`src/rtl/sysid_ext_pkg.sv`:
```
// ---------------------------------------------------------------------------
// sysid_ext_pkg
// Shared constants for the extended system-ID slave: data width, register
// word offsets and CTRL bit positions.
// ---------------------------------------------------------------------------
package sysid_ext_pkg;

    localparam int DATA_W = 32;

    // Word offsets within the 8-word register window
    localparam logic [2:0] OFF_ID       = 3'd0;
    localparam logic [2:0] OFF_TS       = 3'd1;
    localparam logic [2:0] OFF_HWVER    = 3'd2;
    localparam logic [2:0] OFF_UPTIME   = 3'd3;
    localparam logic [2:0] OFF_CYCLE_LO = 3'd4;
    localparam logic [2:0] OFF_CYCLE_HI = 3'd5;
    localparam logic [2:0] OFF_SCRATCH  = 3'd6;
    localparam logic [2:0] OFF_CTRL     = 3'd7;

    // CTRL register bit indices
    localparam int CTRL_CLEAR  = 0;
    localparam int CTRL_FREEZE = 1;

endpackage

```
`src/rtl/sysid_uptime_counter.sv`:
```
// ---------------------------------------------------------------------------
// sysid_uptime_counter
// Live time base: a prescaler dividing the clock down to seconds, a 32-bit
// seconds counter and a free-running 64-bit cycle counter.
//
// Ports:
//   clk_i     system clock
//   rst_ni    asynchronous active-low reset
//   clear_i   zero all counters at this edge (wins over counting and freeze)
//   freeze_i  hold all counters
//   uptime_o  seconds since reset/clear
//   cycle_o   clock cycles since reset/clear
// ---------------------------------------------------------------------------
module sysid_uptime_counter
    import sysid_ext_pkg::*;
#(
    parameter logic [31:0] CLK_FREQ_HZ = 32'd50000000
) (
    input  logic        clk_i,
    input  logic        rst_ni,
    input  logic        clear_i,
    input  logic        freeze_i,
    output logic [31:0] uptime_o,
    output logic [63:0] cycle_o
);

    localparam logic [31:0] PRESC_TERM = CLK_FREQ_HZ - 32'd1;

    logic [31:0] presc_q,  presc_d;
    logic [31:0] uptime_q, uptime_d;
    logic [63:0] cycle_q,  cycle_d;

    always_comb begin
        presc_d  = presc_q;
        uptime_d = uptime_q;
        cycle_d  = cycle_q;
        if (clear_i) begin
            presc_d  = '0;
            uptime_d = '0;
            cycle_d  = '0;
        end else if (!freeze_i) begin
            cycle_d = cycle_q + 64'd1;
            if (presc_q == PRESC_TERM) begin
                presc_d  = '0;
                uptime_d = uptime_q + 32'd1;  // wraps naturally at 2^32
            end else begin
                presc_d = presc_q + 32'd1;
            end
        end
    end

    always_ff @(posedge clk_i or negedge rst_ni) begin
        if (!rst_ni) begin
            presc_q  <= '0;
            uptime_q <= '0;
            cycle_q  <= '0;
        end else begin
            presc_q  <= presc_d;
            uptime_q <= uptime_d;
            cycle_q  <= cycle_d;
        end
    end

    assign uptime_o = uptime_q;
    assign cycle_o  = cycle_q;

endmodule

```
`src/rtl/niosii_system_sysid_ext.sv`:
```
// ---------------------------------------------------------------------------
// niosii_system_sysid_ext
// Avalon-MM slave (read latency 1, no waitrequest) exposing system ID, build
// timestamp, hardware version, uptime seconds, a 64-bit cycle count with a
// coherent high-word shadow, a scratch register and a control register.
//
// Ports:
//   clock          system clock
//   reset_n        asynchronous active-low reset
//   address        word address (ADDR_W bits; offsets >= 8 read 0)
//   read / write   access strobes; read wins when both are high
//   writedata      write data
//   byteenable     byte lanes for writes
//   readdata       registered read data, holds between reads
//   readdatavalid  high the cycle after an accepted read
// ---------------------------------------------------------------------------
module niosii_system_sysid_ext
    import sysid_ext_pkg::*;
#(
    parameter logic [31:0] ID_VALUE    = 32'h0000_0000,
    parameter logic [31:0] TIMESTAMP   = 32'd1487796770,
    parameter logic [31:0] HW_VERSION  = 32'h0001_0000,
    parameter logic [31:0] CLK_FREQ_HZ = 32'd50000000,
    parameter int          ADDR_W      = 3
) (
    input  logic              clock,
    input  logic              reset_n,
    input  logic [ADDR_W-1:0] address,
    input  logic              read,
    input  logic              write,
    input  logic [DATA_W-1:0] writedata,
    input  logic [3:0]        byteenable,
    output logic [DATA_W-1:0] readdata,
    output logic              readdatavalid
);

    logic [31:0] uptime;
    logic [63:0] cycle;

    logic [31:0] scratch_q, scratch_d;
    logic        freeze_q,  freeze_d;
    logic [31:0] shadow_q,  shadow_d;
    logic [31:0] rdata_q,   rdata_d;
    logic        rvalid_q,  rvalid_d;

    logic        in_map;
    logic [2:0]  off;
    logic        wr_en;
    logic        ctrl_wr;
    logic        clear;
    logic [31:0] rd_mux;

    // Only the low 3 address bits select a register; anything above the
    // 8-word window is unmapped.
    assign in_map  = (address >> 3) == '0;
    assign off     = address[2:0];
    assign wr_en   = write && !read && in_map;
    assign ctrl_wr = wr_en && (off == OFF_CTRL) && byteenable[0];
    assign clear   = ctrl_wr && writedata[CTRL_CLEAR];

    sysid_uptime_counter #(
        .CLK_FREQ_HZ (CLK_FREQ_HZ)
    ) u_cnt (
        .clk_i    (clock),
        .rst_ni   (reset_n),
        .clear_i  (clear),
        .freeze_i (freeze_q),
        .uptime_o (uptime),
        .cycle_o  (cycle)
    );

    always_comb begin
        rd_mux = '0;
        if (in_map) begin
            case (off)
                OFF_ID:       rd_mux = ID_VALUE;
                OFF_TS:       rd_mux = TIMESTAMP;
                OFF_HWVER:    rd_mux = HW_VERSION;
                OFF_UPTIME:   rd_mux = uptime;
                OFF_CYCLE_LO: rd_mux = cycle[31:0];
                OFF_CYCLE_HI: rd_mux = shadow_q;
                OFF_SCRATCH:  rd_mux = scratch_q;
                OFF_CTRL:     rd_mux = {30'd0, freeze_q, 1'b0};  // CLEAR reads 0
                default:      rd_mux = '0;
            endcase
        end
    end

    always_comb begin
        scratch_d = scratch_q;
        freeze_d  = freeze_q;
        shadow_d  = shadow_q;
        rdata_d   = rdata_q;
        rvalid_d  = read;

        if (wr_en && off == OFF_SCRATCH) begin
            for (int b = 0; b < 4; b++) begin
                if (byteenable[b]) scratch_d[b*8 +: 8] = writedata[b*8 +: 8];
            end
        end
        if (ctrl_wr) freeze_d = writedata[CTRL_FREEZE];

        if (read) begin
            rdata_d = rd_mux;
            // Reading the low word snapshots the high word so software sees a
            // coherent 64-bit value even if the counter carries in between.
            if (in_map && off == OFF_CYCLE_LO) shadow_d = cycle[63:32];
        end
    end

    always_ff @(posedge clock or negedge reset_n) begin
        if (!reset_n) begin
            scratch_q <= '0;
            freeze_q  <= 1'b0;
            shadow_q  <= '0;
            rdata_q   <= '0;
            rvalid_q  <= 1'b0;
        end else begin
            scratch_q <= scratch_d;
            freeze_q  <= freeze_d;
            shadow_q  <= shadow_d;
            rdata_q   <= rdata_d;
            rvalid_q  <= rvalid_d;
        end
    end

    assign readdata      = rdata_q;
    assign readdatavalid = rvalid_q;

endmodule

```
`config.mk`:
```
export PLATFORM = sky130hd
export DESIGN_NAME = niosii_system_sysid_ext
export DESIGN_NICKNAME = d
export VERILOG_FILES = /design/src/rtl/sysid_ext_pkg.sv /design/src/rtl/sysid_uptime_counter.sv /design/src/rtl/niosii_system_sysid_ext.sv
export SDC_FILE = /design/constraint.sdc
export NUM_CORES = 1
export LEC_CHECK = 0
export ABC_AREA = 1
export CORE_MARGIN = 1
export CORE_UTILIZATION = 51
export CTS_CLUSTER_DIAMETER = 40
export DETAILED_ROUTE_END_ITERATION = 8
export GPL_ROUTABILITY_DRIVEN = 1
export PLACE_DENSITY = 0.67
export SYNTH_ARGS = -nofsm -noshare
export SYNTH_HDL_FRONTEND = slang
export SYNTH_SLANG_ARGS = --single-unit
```
`constraint.sdc`:
```
create_clock -name clock -period 2.24 [get_ports clock]
set_input_delay 0.336 -clock clock [delete_from_list [all_inputs] [get_ports clock]]
set_output_delay 0.336 -clock clock [all_outputs]
set_load 0.05 [all_outputs]
```
==> results.md <==
* Post-DP Area at 14,380 um^2
* Asr flop ratio synth at 100.0%
* Mapped Area at 12,880 um^2
* Fmax at 468.8 MHz
* RSZ-0062 raised after global routing: false
* H-tree Lvls at 2
* Final Max Slew Viols at 0
* Ys Warns at 0
* Worst vdd ir at 0.7236 mV
* Drc violations at 0
* XOR/XNOR Fraction of Synth Area at 1.496%
* Worst path bufs/invs at 1
* Worst setup EP type: output pin
* Root buf cell: clkbuf_16
* Relative slew slack at 46.76%
* Post-synthesis simple-gate area fraction at 35.96%
* First drt pass iteration count at 6
* GPL Wtd Cong at 0.9837
* Register area at 5655 um^2
* Clock Skew at 21.55 ps
* Pin count of the biggest net entering global routing at 58
* Initial antenna violation count at 0
* Starting DRT DRC Count at 1,344
* Synth Flop Type: dfrtp_1
* Final period demand of the worst path at 2133 ps
* Ports at 76
* Largest family of logic cells by synthesized area: simple AND/OR/NAND/NOR gates
* Crit path required time at 1900 ps
* Total track usage at 33.63%
* FP Rows at 57
* CP peak stage delay at 830 ps
* Buffers on Ports at 75
* Grt ovf at 0
* FF+latch count, synth at 226
* CTS Sinks at 226
* WHS at 350.9 ps
* Share of layout cells above drive strength 1 at 10.56%
* DR vias at 12,650
* Arr. time, crit path at 1800 ps
* Most common cell after layout, fill and taps aside: nand2_1
* Synth cell types at 49
* Status: finished, final reports clean
* Inst Count DP at 2,215
* Post-DR vias/cell at 5.517
* Vias in the first global route at 12,150
* CP delay by family, top: buffers and inverters
* Final worst path period share at 95.23%
* Worst-path clk slew at 50 ps
* Layout Nets at 1,984
* Clk Latency, worst-skew pair at 530 ps
* Post-Synth Adder-Cell Area at 0.2913%
* Crit path cell chain: clkdlybuf4s50_1
* CTS Buffer Depth at 3
* Critical path peak fanout at 2
* Count of max-cap constraint violations at 0
* Endpoints failing hold at 0
* EDFF count, synth at 0
* Die Width at 160.9 um
* DP HPWL at 32.35 mm
* Die height at 160.9 um
* Syn_nets at 1,852
* Post-synthesis compound-gate area fraction at 8.148%
* Pleak at 0.007267 uW
* Multiplexer area fraction after synthesis at 3.671%
* Commonest cells after routing, fill and taps aside: nand2_1, nor2_1, dfrtp_1
* Number of diodes at 0
* Count of final setup violators at 0
* Cells after Synth at 1,806
* Area of the multi-input gates at 6397 um^2
* Final std cells w/o fill at 2,293
* Final WL at 42.52 mm
* Mean Syn Cell Area at 7.134 um^2
* Wire per inst at 18.54 um
* Area Overhead vs Synth at 23.14%
* Slowest-stage cell, CP: clkdlybuf4s50_1
* Worst min path class: input port to asynchronous set/reset pin
* Cell area after layout at 15,870 um^2
* Worst Tran Pin Value at 798.6 ps
* CORE AREA at 24,530 um^2
* FILL cells at 2,247
* Starting Density at 52.51%
* Crit path launch type: flop
* Die area at 25,900 um^2
* Crit Path Class: flop to output pin
* Detail Route Antenna Nets at 0
* CTS tree: yes
* Post-synthesis sequential area ratio at 43.90%
* Num CTS Buffers at 40
* Global-route wire length before repair at 66.76 mm
* Power Density at 790.5 nW/um^2
[flip-flops by register name, indices dropped and copies added, names as in the netlist]
register	count
u_cnt.cycle_o	64
scratch_q	32
readdatavalid	1
shadow_q	32
readdata	32
u_cnt.uptime_o	32
freeze_q	1
u_cnt.presc_q	32
[cell usage after synthesis (all sizes together) (2+ instances only)]
cell / n / share of area (%)
o21bai: 2 / 0.12
nor3: 30 / 1.2
and2: 5 / 0.24
nor3b: 3 / 0.26
buf: 22 / 1.1
mux2: 42 / 3.7
a21oi: 45 / 1.7
clkbuf: 25 / 0.73
clkinv: 2 / 0.068
xnor2: 4 / 0.27
nand4: 44 / 2.1
nand2: 622 / 18
a31oi: 2 / 0.097
o21ai: 115 / 4.6
o2111ai: 10 / 0.68
inv: 158 / 4.6
dfrtp: 226 / 44
ha: 3 / 0.29
and3: 2 / 0.097
o21a: 5 / 0.29
nand3b: 6 / 0.35
nand3: 102 / 4.0
nor2: 301 / 9.1
o22ai: 3 / 0.15
xor2: 18 / 1.2
[per-layer routing]
metal	global-route usage [%]	wire [um]	share of wire, %	vias up
met1	46.02	18230	43	5967
met2	53.96	19720	46	501
met3	4.390	2941	6.9	97
li1	-	-	-	6086
met5	0	0	0	-
met4	13.81	1628	3.8	0
[timing repair]
item,in CTS,in global routing
buffers inserted,0,4
setup endpoints to repair,0,19
resized for setup,0,1
hold buffers,1,0
hold endpoints to repair,49,0
[area by class of cell]
cell class / count / area share (%)
clock buffers: 51 / 7.342
clock inverters: 22 / 1.680
inverters: 160 / 3.793
multi-input cells: 1373 / 40.32
flip-flops and latches: 226 / 35.65
well taps: 324 / 2.555
repair buffers: 137 / 8.659
[logic make-up (layout without fill, tap and decap cells)]
group,Yosys count,in the layout
and+or+nand+nor,1117,1117
DFF,226,226
buffers and inverters,207,370
AOI/OAI and AO/OA,189,189
muxes,42,42
xor gates and xnor gates,22,22
adders and majority gates,3,3
[metrics by stage]
stage	setup WS [ps]	utilization (%)	setup TNS [ps]	total power, uW
3_5_place_dp	-13.82	58.59	-25.94	6206
5_1_grt	49.04	64.67	0	12960
4_1_cts	95.65	64.47	0	12610
6_report	106.9	64.67	0	12540
3_3_place_gp	34.33	58.59	0	6170
2_1_floorplan	592.2	-	0	5542
[final timing paths]
kind | start | endpoint | slack [ps] | cells after the start
max | readdata[5] | readdata[5] | 110 | 1
max reg2reg | u_cnt.cycle_o[24] | u_cnt.cycle_o[60] | 210 | 9
min reg2reg | readdata[4] | readdata[4] | 480 | 2
min | reset_n | u_cnt.uptime_o[20] | 350 | 2
max in group asynchronous | reset_n | shadow_q[25] | 1170 | 3
min in group clock | writedata[28] | scratch_q[28] | 410 | 2
[power by group]
part           switching [uW]  internal [uW]  leakage (uW)
combinational             911            535       0.00356
clock                    2210           4170      0.000692
sequential                298           4420       0.00301
total                    3420           9120       0.00727
(Power assumes the default switching activity.)
